[config.mk]
export PLATFORM = sky130hd
export DESIGN_NAME = mem_access_unit_flat
export DESIGN_NICKNAME = d
export VERILOG_FILES = /design/src/rtl/mem_access_unit_pkg.sv /design/src/rtl/mem_access_unit_if.sv /design/src/rtl/mem_lane_align.sv /design/src/rtl/mem_access_unit.sv /design/src/flat_wrapper.sv
export SDC_FILE = /design/constraint.sdc
export NUM_CORES = 1
export LEC_CHECK = 0
export CORE_MARGIN = 10
export CORE_UTILIZATION = 46
export DETAILED_ROUTE_END_ITERATION = 8
export PLACE_DENSITY = 0.85
export SLEW_MARGIN = 20
export SYNTH_ARGS = -nofsm -noshare
export SYNTH_HDL_FRONTEND = slang
export SYNTH_SLANG_ARGS = --single-unit
[constraint.sdc]
create_clock -name clk -period 3.2 [get_ports clk]
set_clock_uncertainty 0.15 [all_clocks]
set_input_delay 0.64 -clock clk [delete_from_list [all_inputs] [get_ports clk]]
set_output_delay 0.64 -clock clk [all_outputs]
set_load 0.03 [all_outputs]
[src/rtl/mem_access_unit_pkg.sv]
// mem_access_unit_pkg: size codes and FSM states shared by the memory access stage
package mem_access_unit_pkg;
    typedef enum logic [1:0] {
        SZ_WORD = 2'd0,
        SZ_HALF = 2'd1,
        SZ_BYTE = 2'd2,
        SZ_ILL  = 2'd3
    } size_e;
    typedef enum logic [1:0] {
        IDLE = 2'd0,
        REQ  = 2'd1,
        DONE = 2'd2
    } state_e;
endpackage

[src/rtl/mem_access_unit_if.sv]
// mem_access_unit_if: word-wide data bus with byte enables and req/ack handshake
interface mem_access_unit_if;
    logic        busReq;
    logic        busWe;
    logic [31:0] busAddr;
    logic [3:0]  busBe;
    logic [31:0] busWData;
    logic [31:0] busRData;
    logic        busAck;
    modport master (output busReq, busWe, busAddr, busBe, busWData, input busRData, busAck);
    modport slave  (input busReq, busWe, busAddr, busBe, busWData, output busRData, busAck);
endinterface

[src/rtl/mem_lane_align.sv]
// mem_lane_align: byte enables, store lane replication and load extract/extend
module mem_lane_align
    import mem_access_unit_pkg::*;
(
    input  size_e       i_size,
    input  logic        i_ext,
    input  logic [1:0]  i_off,
    input  logic [31:0] i_wdata,
    input  logic [31:0] i_rdata,
    output logic [3:0]  o_be,
    output logic [31:0] o_wdata,
    output logic [31:0] o_ldata
);
    logic [31:0] w_sh;
    // Halves are always 2-aligned, so one byte-granular shift serves both sizes
    assign w_sh    = i_rdata >> {i_off, 3'b000};
    assign o_be    = i_size == SZ_WORD ? 4'b1111 :
                     i_size == SZ_HALF ? (i_off[1] ? 4'b1100 : 4'b0011) :
                     4'b0001 << i_off;
    assign o_wdata = i_size == SZ_BYTE ? {4{i_wdata[7:0]}} :
                     i_size == SZ_HALF ? {2{i_wdata[15:0]}} : i_wdata;
    // ext = 0 sign-extends, ext = 1 zero-extends
    assign o_ldata = i_size == SZ_BYTE ? {{24{~i_ext & w_sh[7]}}, w_sh[7:0]} :
                     i_size == SZ_HALF ? {{16{~i_ext & w_sh[15]}}, w_sh[15:0]} : i_rdata;
endmodule

[src/rtl/mem_access_unit.sv]
// mem_access_unit: data-memory access stage with bus handshake, stall and error flags
module mem_access_unit
    import mem_access_unit_pkg::*;
#(
    parameter int TIMEOUT = 16,
    parameter int CNT_W   = 5
) (
    input  logic        clk,
    input  logic        rst,
    input  logic        memRead,
    input  logic        memWrite,
    input  logic [1:0]  memDataSize,
    input  logic        memBitExt,
    input  logic [31:0] addr,
    input  logic [31:0] storeData,
    output logic        stall,
    output logic [31:0] loadData,
    output logic        accErr,
    output logic        busErr,
    mem_access_unit_if.master bus
);
    state_e      r_state, w_next;
    logic [CNT_W-1:0] r_cnt;
    logic        r_wr, r_ext, r_req, r_we, r_err;
    size_e       r_size, w_size;
    logic [1:0]  r_off, w_off;
    logic        w_ext, w_req, w_err, w_timeout;
    logic [31:0] r_load, r_addr, r_wdata, w_wdata, w_ldata;
    logic [3:0]  r_be, w_be;

    assign w_req     = memRead | memWrite;
    assign w_err     = (memRead & memWrite) || memDataSize == SZ_ILL ||
                       (memDataSize == SZ_HALF && addr[0]) || (memDataSize == SZ_WORD && addr[1:0] != 2'b00);
    assign w_timeout = r_cnt == CNT_W'(TIMEOUT - 1);
    // The aligner sees live inputs while launching and the latched access afterwards
    assign w_size    = r_state == IDLE ? size_e'(memDataSize) : r_size;
    assign w_ext     = r_state == IDLE ? memBitExt : r_ext;
    assign w_off     = r_state == IDLE ? addr[1:0] : r_off;

    mem_lane_align u_align (
        .i_size  (w_size),
        .i_ext   (w_ext),
        .i_off   (w_off),
        .i_wdata (storeData),
        .i_rdata (bus.busRData),
        .o_be    (w_be),
        .o_wdata (w_wdata),
        .o_ldata (w_ldata)
    );

    assign loadData     = r_load;
    assign busErr       = r_err;
    assign bus.busReq   = r_req;
    assign bus.busWe    = r_we;
    assign bus.busAddr  = r_addr;
    assign bus.busBe    = r_be;
    assign bus.busWData = r_wdata;

    // State register
    always_ff @(posedge clk) begin
        if (rst) r_state <= IDLE;
        else     r_state <= w_next;
    end

    // Next state plus the combinational stall / access-error outputs
    always_comb begin
        w_next = r_state;
        stall  = 1'b0;
        accErr = 1'b0;
        case (r_state)
            IDLE: begin
                stall  = w_req & ~w_err;
                accErr = w_req & w_err;
                w_next = (w_req & ~w_err) ? REQ : IDLE;
            end
            REQ: begin
                stall  = 1'b1;
                w_next = (bus.busAck | w_timeout) ? DONE : REQ;
            end
            default: w_next = IDLE;
        endcase
    end

    // Bus launch, completion capture, timeout counter and error flag
    always_ff @(posedge clk) begin
        if (rst) begin
            r_cnt   <= '0;
            r_wr    <= 1'b0;
            r_ext   <= 1'b0;
            r_size  <= SZ_WORD;
            r_off   <= 2'b00;
            r_req   <= 1'b0;
            r_we    <= 1'b0;
            r_addr  <= '0;
            r_be    <= '0;
            r_wdata <= '0;
            r_load  <= '0;
            r_err   <= 1'b0;
        end else begin
            case (r_state)
                IDLE: begin
                    r_cnt <= '0;
                    if (w_req & ~w_err) begin
                        r_wr    <= memWrite;
                        r_ext   <= memBitExt;
                        r_size  <= size_e'(memDataSize);
                        r_off   <= addr[1:0];
                        r_req   <= 1'b1;
                        r_we    <= memWrite;
                        r_addr  <= {addr[31:2], 2'b00};
                        r_be    <= w_be;
                        r_wdata <= w_wdata;
                    end
                end
                REQ: begin
                    r_cnt <= r_cnt + 1'b1;
                    if (bus.busAck) begin
                        r_req <= 1'b0;
                        if (!r_wr) r_load <= w_ldata;
                    end else if (w_timeout) begin
                        r_req  <= 1'b0;
                        r_load <= '0;
                        r_err  <= 1'b1;
                    end
                end
                default: begin
                    r_cnt <= '0;
                    r_err <= 1'b0;
                end
            endcase
        end
    end
endmodule

[src/flat_wrapper.sv]
// flat-port wrapper written by rule: the top's interface ports become plain ports
module mem_access_unit_flat import mem_access_unit_pkg::*;
#(
    parameter int TIMEOUT = 16,
    parameter int CNT_W   = 5
)
  (clk, rst, memRead, memWrite, memDataSize, memBitExt, addr, storeData, stall, loadData, accErr, busErr, bus_busReq, bus_busWe, bus_busAddr, bus_busBe, bus_busWData, bus_busRData, bus_busAck);
  mem_access_unit_if bus_i ();
  input  logic clk;
  input  logic rst;
  input  logic memRead;
  input  logic memWrite;
  input  logic [1:0] memDataSize;
  input  logic memBitExt;
  input  logic [31:0] addr;
  input  logic [31:0] storeData;
  output logic stall;
  output logic [31:0] loadData;
  output logic accErr;
  output logic busErr;
  output wire logic [$bits(bus_i.busReq)-1:0] bus_busReq;
  output wire logic [$bits(bus_i.busWe)-1:0] bus_busWe;
  output wire logic [$bits(bus_i.busAddr)-1:0] bus_busAddr;
  output wire logic [$bits(bus_i.busBe)-1:0] bus_busBe;
  output wire logic [$bits(bus_i.busWData)-1:0] bus_busWData;
  input wire logic [$bits(bus_i.busRData)-1:0] bus_busRData;
  input wire logic [$bits(bus_i.busAck)-1:0] bus_busAck;
  assign bus_busReq = bus_i.busReq;
  assign bus_busWe = bus_i.busWe;
  assign bus_busAddr = bus_i.busAddr;
  assign bus_busBe = bus_i.busBe;
  assign bus_busWData = bus_i.busWData;
  assign bus_i.busRData = bus_busRData;
  assign bus_i.busAck = bus_busAck;
  mem_access_unit #(.TIMEOUT(TIMEOUT), .CNT_W(CNT_W)) u_core (.clk(clk), .rst(rst), .memRead(memRead), .memWrite(memWrite), .memDataSize(memDataSize), .memBitExt(memBitExt), .addr(addr), .storeData(storeData), .stall(stall), .loadData(loadData), .accErr(accErr), .busErr(busErr), .bus(bus_i));
endmodule
# Word-level counts from Yosys, hierarchy flattened
# Cells that the tools add are included.
totals:
  register_bits: 113
  out_inout_bits: 105
classes:
  n_addsub: 1
  eq_ne: 11
  n_shift: 2
  mux: 25
  n_bitwise: 11
  n_reduce_logical: 16
ops:
  columns: ["op", "n"]
  rows:
  - ["32-bit two-way mux", 7]
  - ["32-bit by 5-bit >> shifter with 16-bit output", 1]
  - ["4-bit two-way mux", 3]
  - ["3-bit AND reduction", 3]
  - ["1-bit two-way mux", 8]
  - ["2-bit by 1-bit equality test with 1-bit output (second input constant)", 3]
  - ["2-bit zero test", 3]
  - ["2-bit two-way mux", 3]
  - ["2-bit != test (second input constant)", 3]
  - ["1-bit one-hot mux with 2 select lines", 3]
  - ["2-bit nonzero test", 3]
  - ["5-bit by 1-bit adder with 5-bit output (second input constant)", 1]
  - ["1-bit bitwise AND", 5]
  - ["5-bit by 4-bit equality test with 1-bit output (second input constant)", 1]
  - ["2-bit equality test (second input constant)", 2]
  - ["1-bit inverter", 4]
  - ["2-bit one-hot mux with 2 select lines", 1]
  - ["1-bit by 2-bit left shift with 4-bit output (first input constant)", 1]
  - ["1-bit logical OR", 3]
  - ["3-bit by 2-bit != test with 1-bit output (second input constant)", 1]
  - ["1-bit logical AND", 2]
  - ["2-bit by 1-bit != test with 1-bit output (second input constant)", 1]
  - ["1-bit bitwise OR", 2]
  - ["2-bit AND reduction", 1]
  - ["2-bit OR reduction", 1]

# Longest topological paths before layout
# Gate-level depths: netlist of the first run.
depth:
  word_depth: 8
  ltp_mapped: 9

# Cells and area by module
# A second synthesis of the first run with hierarchy kept.
unflattened:
  cells_unflattened: 829
  hier_area_um2: 6667.6
modules_own_cells:
  columns: ["mod", "instances", "cells_each", "area_each_um2", "seq_area_each_um2"]
  rows:
  - ["mem_access_unit", 1, 598, 5033.6, 2262.2]
  - ["mem_lane_align", 1, 231, 1634.1, 0.0]

# Worst setup path before layout of the first run
# No wires, ideal clock.
synth_timing:
  path_type: "input -> output"
  start: "input port memDataSize[1]"
  end: "output port stall"
  arrival_ns: 1.843
  required_time_ns: 2.410
  path_slack_ns: 0.567
  stages: 6
  path_buffers: 2
  cell_sequence: "nor2b_1 > a21oi_1 > a211o_1 > clkbuf_1 > clkbuf_1 > nand2_1"
synth_between:
  elab_chain_cells: 7
  word_cells_on_any_way: 11
  classes_between: "2 x eq/ne; 1 x mux; 2 x bitwise; 6 x reduce/logical"
synth_lines:
  columns: ["item", "line", "rtl"]
  rows:
  - ["from (decl)", "flat_wrapper.sv:13", "input logic [1:0] memDataSize;"]
  - ["2-bit equality test or 2-bit by 1-bit equality test with 1-bit output (tied branches)", "mem_access_unit.sv:32, mem_access_unit.sv:33", null]
  - ["1-bit logical OR or 1-bit logical AND (tied branches)", "mem_access_unit.sv:32, mem_access_unit.sv:33", null]
  - ["1-bit logical OR", "mem_access_unit.sv:32", "assign w_err = (memRead & memWrite) || memDataSize == SZ_ILL ||"]
  - ["1-bit logical OR (*)", "mem_access_unit.sv:33", "(memDataSize == SZ_HALF && addr[0]) || (memDataSize == SZ_WORD && addr[1:0] != 2'b00);"]
  - ["1-bit inverter (*)", "mem_access_unit.sv:72", "stall = w_req & ~w_err;"]
  - ["1-bit bitwise AND (*)", "mem_access_unit.sv:72", null]
  - ["1-bit one-hot mux with 2 select lines (*)", "mem_access_unit.sv:70", "case (r_state)"]
  - ["to (decl)", "flat_wrapper.sv:17", "output logic stall;"]
# Every way passes the cells marked *; elsewhere a longest branch is shown, timed or not.

# Worst setup path after layout of the first run
layout_timing:
  start: "register u_core.r_state[0]"
  end: "output port stall"
layout_between:
  elab_chain_cells: 2
  word_cells_on_any_way: 3
  classes_between: "1 x eq/ne; 1 x mux; 1 x reduce/logical"
layout_lines:
  columns: ["item", "line", "rtl"]
  rows:
  - ["from (decl)", "mem_access_unit.sv:22", "state_e r_state, w_next;"]
  - ["from (signal assigned)", "mem_access_unit.sv:62", "else r_state <= w_next;"]
  - ["2-bit by 1-bit equality test with 1-bit output or 2-bit zero test (tied branches)", "mem_access_unit.sv:70", null]
  - ["1-bit one-hot mux with 2 select lines (*)", "mem_access_unit.sv:70", null]
# Marks and branches as above.

==> results of run 1 <==
-- layout by cell type, fill, tap and decap left out, types with 10 or more instances in the layout --
master           Yosys  layout
a21oi_1             50      50
a211oi_1            10      10
dfxtp_1            113     113
o31ai_2             13      13
nor2_1              63      62
a311oi_1            24      24
o21ai_0             19      19
clkdlybuf4s50_1      0     203
clkbuf_16            0      16
nand2_1            162     162
buf_4                3      20
-- per-layer routing --
layer,up-vias,share of wire [%]
li1,2570,-
met1,2522,39
met2,242,50
met3,38,7.5
met4,0,2.7
met5,-,0
-- report_power, final --
| group | total (W) | internal (W) | switching [W] |
|---|---|---|---|
| clock | 0.00191 | 0.00127 | 0.000640 |
| sequential | 0.00154 | 0.00149 | 0.0000510 |
| combinational | 0.000930 | 0.000405 | 0.000525 |
-- stage by stage --
stage,total power [W],util (%),hold WS [ns],cells,setup slack [ns]
6_report,0.00438,73.1,0.300,976,0.295
5_1_grt,0.00454,73.1,0.316,976,0.169
4_1_cts,0.00440,73.1,0.299,976,0.281
3_5_place_dp,0.00249,67.5,0.291,944,0.142
3_3_place_gp,0.00247,67.5,0.277,944,0.209
2_1_floorplan,0.00207,-,0.268,625,0.567
-- worst reg2reg max path: stages (launching register included) --
cell       delay, ns
dfxtp_1         0.49
nor2_4          0.38
mux2_2          0.44
a2111oi_1       0.36
buf_4           0.19
a211oi_4        0.04
buf_12          0.17
o31ai_2         0.26
-- final timing paths --
path	startpoint	end	slack, ns
worst max-delay path	u_core.r_state[0]	stall	0.29
worst max register to register	u_core.r_state[0]	u_core.loadData[28]	0.64
worst min-delay path	u_core.loadData[5]	u_core.loadData[5]	0.30
worst min register to register	u_core.loadData[5]	u_core.loadData[5]	0.30
-- synth_stat cells (2+ instances only) --
library cell  count
nand2_1         162
dfxtp_1         113
nor2_1           63
a21oi_1          50
clkbuf_1         28
a311oi_1         24
o21ai_0          19
o31ai_2          13
a211oi_1         10
buf_2            10
nand2b_1          9
o21a_1            9
o21ai_1           9
a22o_1            8
a22oi_1           8
and3_1            8
a221oi_1          7
buf_6             7
nor3_1            6
o31ai_1           5
inv_1             4
mux2i_1           4
buf_4             3
nand3_1           3
xor2_1            3
a2111oi_1         2
a211o_1           2
a211oi_2          2
ha_1              2
mux2_2            2
nor2b_1           2
o21ai_2           2
or2_1             2
-- cells by family (layout without fill, tap and decap cells) --
logic type,after synthesis,after routing
simple gates,267,267
compound gates,177,177
flops,113,113
buf+inv,53,264
mux,7,7
xor+xnor,4,4
fa+ha+maj,2,2
other cells,1,2
-- flip-flops by register name (all words and copies together) (netlist names) --
signal / count
u_core.r_wr: 1
u_core.r_state: 2
u_core.busErr: 1
u_core.bus.busAddr: 30
u_core.loadData: 32
u_core.bus.busBe: 4
u_core.bus.busWData: 32
u_core.r_size: 2
u_core.r_cnt: 5
u_core.r_off: 2
u_core.r_ext: 1
u_core.bus.busReq: 1
-- final cells by class --
class / count / share of cell area, %
Tap cell: 140 / 2.21
Clock inverter: 9 / 1.63
Sequential cell: 113 / 28.6
Multi-Input combinational cell: 459 / 32.8
Inverter: 4 / 0.190
Clock buffer: 23 / 6.02
Timing Repair Buffer: 228 / 28.6
==> results.tsv, run 1 <==
stage	metric	value	unit
synthesis	synth_seq_cells	113	
power	vdd.ir_drop.worst	0.428	mV
global_routing	grt.overflow.total	0	
final_layout	seq_area	2260	um2
final_layout	fillers	795	
routing	num_vias	5372	
min_path	hold_path_class	reg2reg	
synthesis	yosysTopAreaCell	dfxtp_1	
sta	setup_viol_count_final	0	
global_routing	grt_use_total	22.2	%
clock_network	numCtsBuffers	17	
sta	grt_setup_unrepaired	false	
critical_path	startpoint_type	register	
synthesis	synth_edf_count	0	
final_layout	multi_input_area	2590	um2
clock_network	path_clk_slew	0.06	ns
synthesis	synth-simple-area-share	22.1	%
final_layout	antenna_cells	0	
critical_path	r2r_cells	7	
synthesis	synth.area.top_cells	dfxtp_1 (44%), nand2_1 (12%), a21oi_1 (4.9%), nor2_1 (4.6%), a311oi_1 (4.1%)	
global_routing	grt_use_met1	24.9	%
die	die_h	125	um
clock_network	hold_buffers	0	
synthesis	synth_area	5110	um2
min_path	hold_depth	2	
job	cap_violations	0	
die	row_count	38	
clock_network	cts-resized-gates	0	
synthesis	synth_top_family_by_area	compound AO/OA/AOI/OAI gates	
synthesis	synth.top_cell.area_share	44.3	%
sta	slew_headroom	46.1	%
clock_network	root_buffer	clkbuf_8	
critical_path	crit_required	2.41	ns
global_routing	use_met2	37.8	%
routing	wl_per_cell	18.4	um
routing	initialDrtViolationCount	547	
sta	layout_min_cycle_time	2.91	ns
critical_path	cp_num_buf_inv	1	
placement	place.port_buffers	206	
synthesis	synth-compound-area-share	25.3	%
critical_path	crit_chain	nor2_4 -> o21ai_1 -> a211o_1 -> nand2_1 -> buf_4	
global_routing	grt_max_degree	78	
synthesis	synth.area.mux_share	1.67	%
die	die-width	125	um
sta	hold_viol	0	
critical_path	critical-path-top-delay-family	flip-flops	
sta	drv_slew	0	
power	p_leak	2.94	nW
critical_path	cp_max_fo	15	
die	start_util	47.1	%
placement	dpl_cell_area	7310	um2
routing	vias_per_cell	5.50	
global_routing	antenna_found_initial	0	
routing	drc	0	
power	power_density	553	nW/um2
synthesis	avgSynthCellArea	8.18	um2
die	coreArea	10800	um2
clock_network	worstSkewPairLatency	0.52	ns
synthesis	synthCells	624	
placement	dp_hpwl	13300	um
synthesis	synth-xor-area-share	0.686	%
final_layout	area_growth	55.1	%
synthesis	synthAdderAreaFrac	0.490	%
final_layout	final_area	7920	um2
critical_path	worstPathArrival	2.12	ns
sta	finalSetupTns	0	ns
global_routing	grt_pass1_wl	28700	um
final_layout	final_layout_size_suffix_gt1_share	10.2	%
critical_path	cpMaxStageDelayCell	dfxtp_1	
sta	period_share	90.8	%
clock_network	cts_tree	done	
clock_network	post-cts-setup-buffer-count	0	
synthesis	ys.warnings.count	0	
synthesis	synth_flop_cell	dfxtp_1	
outcome	outcome	finished, final reports clean	
global_routing	met3_usage	7.14	%
die	die-area	15700	um2
routing	first_pass_iters	6	
die	ioPinCount	209	
synthesis	synth_seq_area_share	44.3	%
placement	globalplace.congestion	0.853	
clock_network	clk_path_buf_depth	2	
sta	timing.fmax	344	MHz
clock_network	htree_levels	4	
routing	drtAntennaViolNets	0	
critical_path	path_depth	5	
critical_path	critPathMaxStageDelay	0.49	ns
critical_path	end_kind	primary output	
global_routing	top_usage_layer	met2	
clock_network	cts.sinks	113	
synthesis	synth_async_sr_flop_share	0	%
critical_path	worstSetupPathType	reg2out	
routing	wl	18000	um
final_layout	nets	929	
global_routing	grt_pass1_vias	5376	
sta	tightest_slew	0.809	ns
synthesis	yosysUniqueCellTypes	56	
Note: power is estimated with default switching activity, not from simulation.
==> inputs of run 2 (changes only) <==
ABC_CLOCK_PERIOD_IN_PS = 3200   (was unset)
RECOVER_POWER = 100   (was unset)
==> run 2 against run 1 <==
Sequential power about the same. Critical path depth up 2. Worst setup slack worse by 0.059 ns. Utilization down 0.85 points. Highest routed layer unchanged. Fmax down 2.0%. Non-clock buffer count unchanged. First-iteration DRC count up 5.9%. Clock power about the same. Sequential share of layout area up 0.34 points. Count of clock-buffer cells in the layout unchanged. Global-route usage unchanged.
==> results.tsv, run 2 (synthesized netlist as in run 1, its figures left out) <==
stage	metric	value	unit	change
sta	grt_setup_unrepaired	false		unchanged
critical_path	worstSetupPathType	in2out		was reg2out
critical_path	critPathMaxStageDelay	0.64	ns	was 0.49 ns
final_layout	final_cells	976		unchanged
final_layout	nets	929		unchanged
clock_network	root_buffer	clkbuf_8		unchanged
sta	hold_viol	0		unchanged
global_routing	grt_max_degree	78		unchanged
die	start_util	47.1	%	unchanged
final_layout	layout_commonest_cell	nand2_1		was clkdlybuf4s50_1
routing	vias_per_cell	5.51		was 5.50
die	die-width	125	um	unchanged
routing	wl_per_cell	18.5	um	was 18.4 um
critical_path	critical-path-top-delay-family	buffers and inverters		was flip-flops
sta	timing.fmax	337	MHz	was 344 MHz
global_routing	grt.overflow.total	0		unchanged
sta	tightest_slew	1.05	ns	was 0.809 ns
clock_network	post-cts-setup-buffer-count	0		unchanged
min_path	min_from	u_core.loadData[5]		unchanged
global_routing	grt_pass1_wl	28700	um	unchanged
die	coreArea	10800	um2	unchanged
routing	drtAntennaViolNets	0		unchanged
routing	initialDrtViolationCount	579		was 547
final_layout	final_layout_size_suffix_gt1_share	8.61	%	was 10.2%
placement	dpl_cell_area	7310	um2	unchanged
placement	globalplace.congestion	0.853		unchanged
die	row_count	38		unchanged
final_layout	antenna_cells	0		unchanged
critical_path	startpoint	memDataSize[0]		was u_core.r_state[0]
critical_path	worstPathArrival	2.17	ns	was 2.12 ns
critical_path	r2r_cells	6		was 7
min_path	hold_path_class	reg2reg		unchanged
final_layout	area_growth	53.3	%	was 55.1%
final_layout	finish.utilization	72.2	%	was 73.1%
placement	place.port_buffers	206		unchanged
clock_network	worstSkewPairLatency	0.52	ns	about the same
power	p_leak	3.22	nW	was 2.94 nW
critical_path	startpoint_type	input pin		was register
die	die_h	125	um	unchanged
clock_network	htree_levels	4		unchanged
global_routing	antenna_found_initial	0		unchanged
global_routing	grt_use_total	22.2	%	unchanged
critical_path	end_kind	primary output		unchanged
sta	period_share	92.6	%	was 90.8%
critical_path	cp_max_fo	7		was 15
sta	slew_headroom	29.7	%	was 46.1%
clock_network	hold_buffers	0		unchanged
power	power_density	553	nW/um2	about the same
placement	dp.cells	944		unchanged
routing	wl	18000	um	about the same
critical_path	r2r-start	u_core.r_state[0]		unchanged
critical_path	crit_required	2.41	ns	about the same
sta	finalSetupTns	0	ns	unchanged
clock_network	clk_path_buf_depth	2		unchanged
clock_network	cts.sinks	113		unchanged
min_path	hold_depth	2		unchanged
clock_network	cts-resized-gates	0		unchanged
clock_network	cts_tree	done		unchanged
routing	drc	0		unchanged
power	power.total	0.00433	W	was 0.00438 W
outcome	outcome	finished, final reports clean		unchanged
placement	dp_hpwl	13300	um	unchanged
critical_path	path_depth	7		was 5
sta	drv_slew	0		unchanged
critical_path	cpMaxStageDelayCell	dlygate4sd3_1		was dfxtp_1
final_layout	final_area	7830	um2	was 7920 um2
routing	num_vias	5381		was 5372
critical_path	r2r_setup_slack	0.41	ns	was 0.64 ns
critical_path	cp_num_buf_inv	3		was 1
routing	first_pass_iters	7		was 6
sta	layout_min_cycle_time	2.96	ns	was 2.91 ns
critical_path	worst_path_most_repeated_cell	a21oi_1		
job	cap_violations	0		unchanged
power	vdd.ir_drop.worst	0.429	mV	was 0.428 mV
die	die-area	15700	um2	unchanged
clock_network	numCtsBuffers	17		unchanged
die	ioPinCount	209		unchanged
clock_network	path_clk_slew	0.05	ns	was 0.06 ns
final_layout	final_cell_mix	nand2_1 (162), dfxtp_1 (113), dlygate4sd3_1 (102)		was clkdlybuf4s50_1 (203), nand2_1 (162), dfxtp_1 (113)
critical_path	crit_chain	dlygate4sd3_1 -> nand2b_1 -> a21oi_1 -> buf_4 -> a21oi_1 -> nor2_1 -> buf_12		was nor2_4 -> o21ai_1 -> a211o_1 -> nand2_1 -> buf_4
global_routing	grt_pass1_vias	5376		unchanged
sta	setup_viol_count_final	0		unchanged
run 2: cell type report:
cell class	count	area [um2]
fillers	815	3010
multi-input cells	459	2520
flip-flops and latches	113	2260
repair buffers	228	2250
clock buffers	23	477
well taps	140	175
clock inverters	9	129
inverters	4	15.0
run 2: power breakdown:
| part | internal (W) | total (W) | switching, W |
|---|---|---|---|
| Sequential | 0.00149 | 0.00154 | 0.0000474 |
| Combinational | 0.000369 | 0.000888 | 0.000519 |
| Clock | 0.00127 | 0.00190 | 0.000640 |
run 2: stage by stage:
step | setup WS (ns) | hold WS (ns)
finish | 0.236 | 0.298
global route | 0.124 | 0.313
CTS | 0.281 | 0.299
detailed placement | 0.142 | 0.291
global placement | 0.209 | 0.277
floorplan | 0.567 | 0.268
run 2: metal layers:
layer  wire [um]  track usage (%)
met1        7070             24.9
met2        9050             37.8
met3        1430             7.14
met4         473             9.49
met5           0                0
run 2: path summary, 6_finish.rpt:
kind                               to
hold reg to reg    u_core.loadData[5]
hold / removal     u_core.loadData[5]
setup / recovery               accErr
setup reg to reg  u_core.bus.busBe[3]
run 2: tightest hold or removal path: stages, from the launching register on:
cell and delay [ns]:
dfxtp_1 0.32, nand2_1 0.05, o21ai_0 0.05
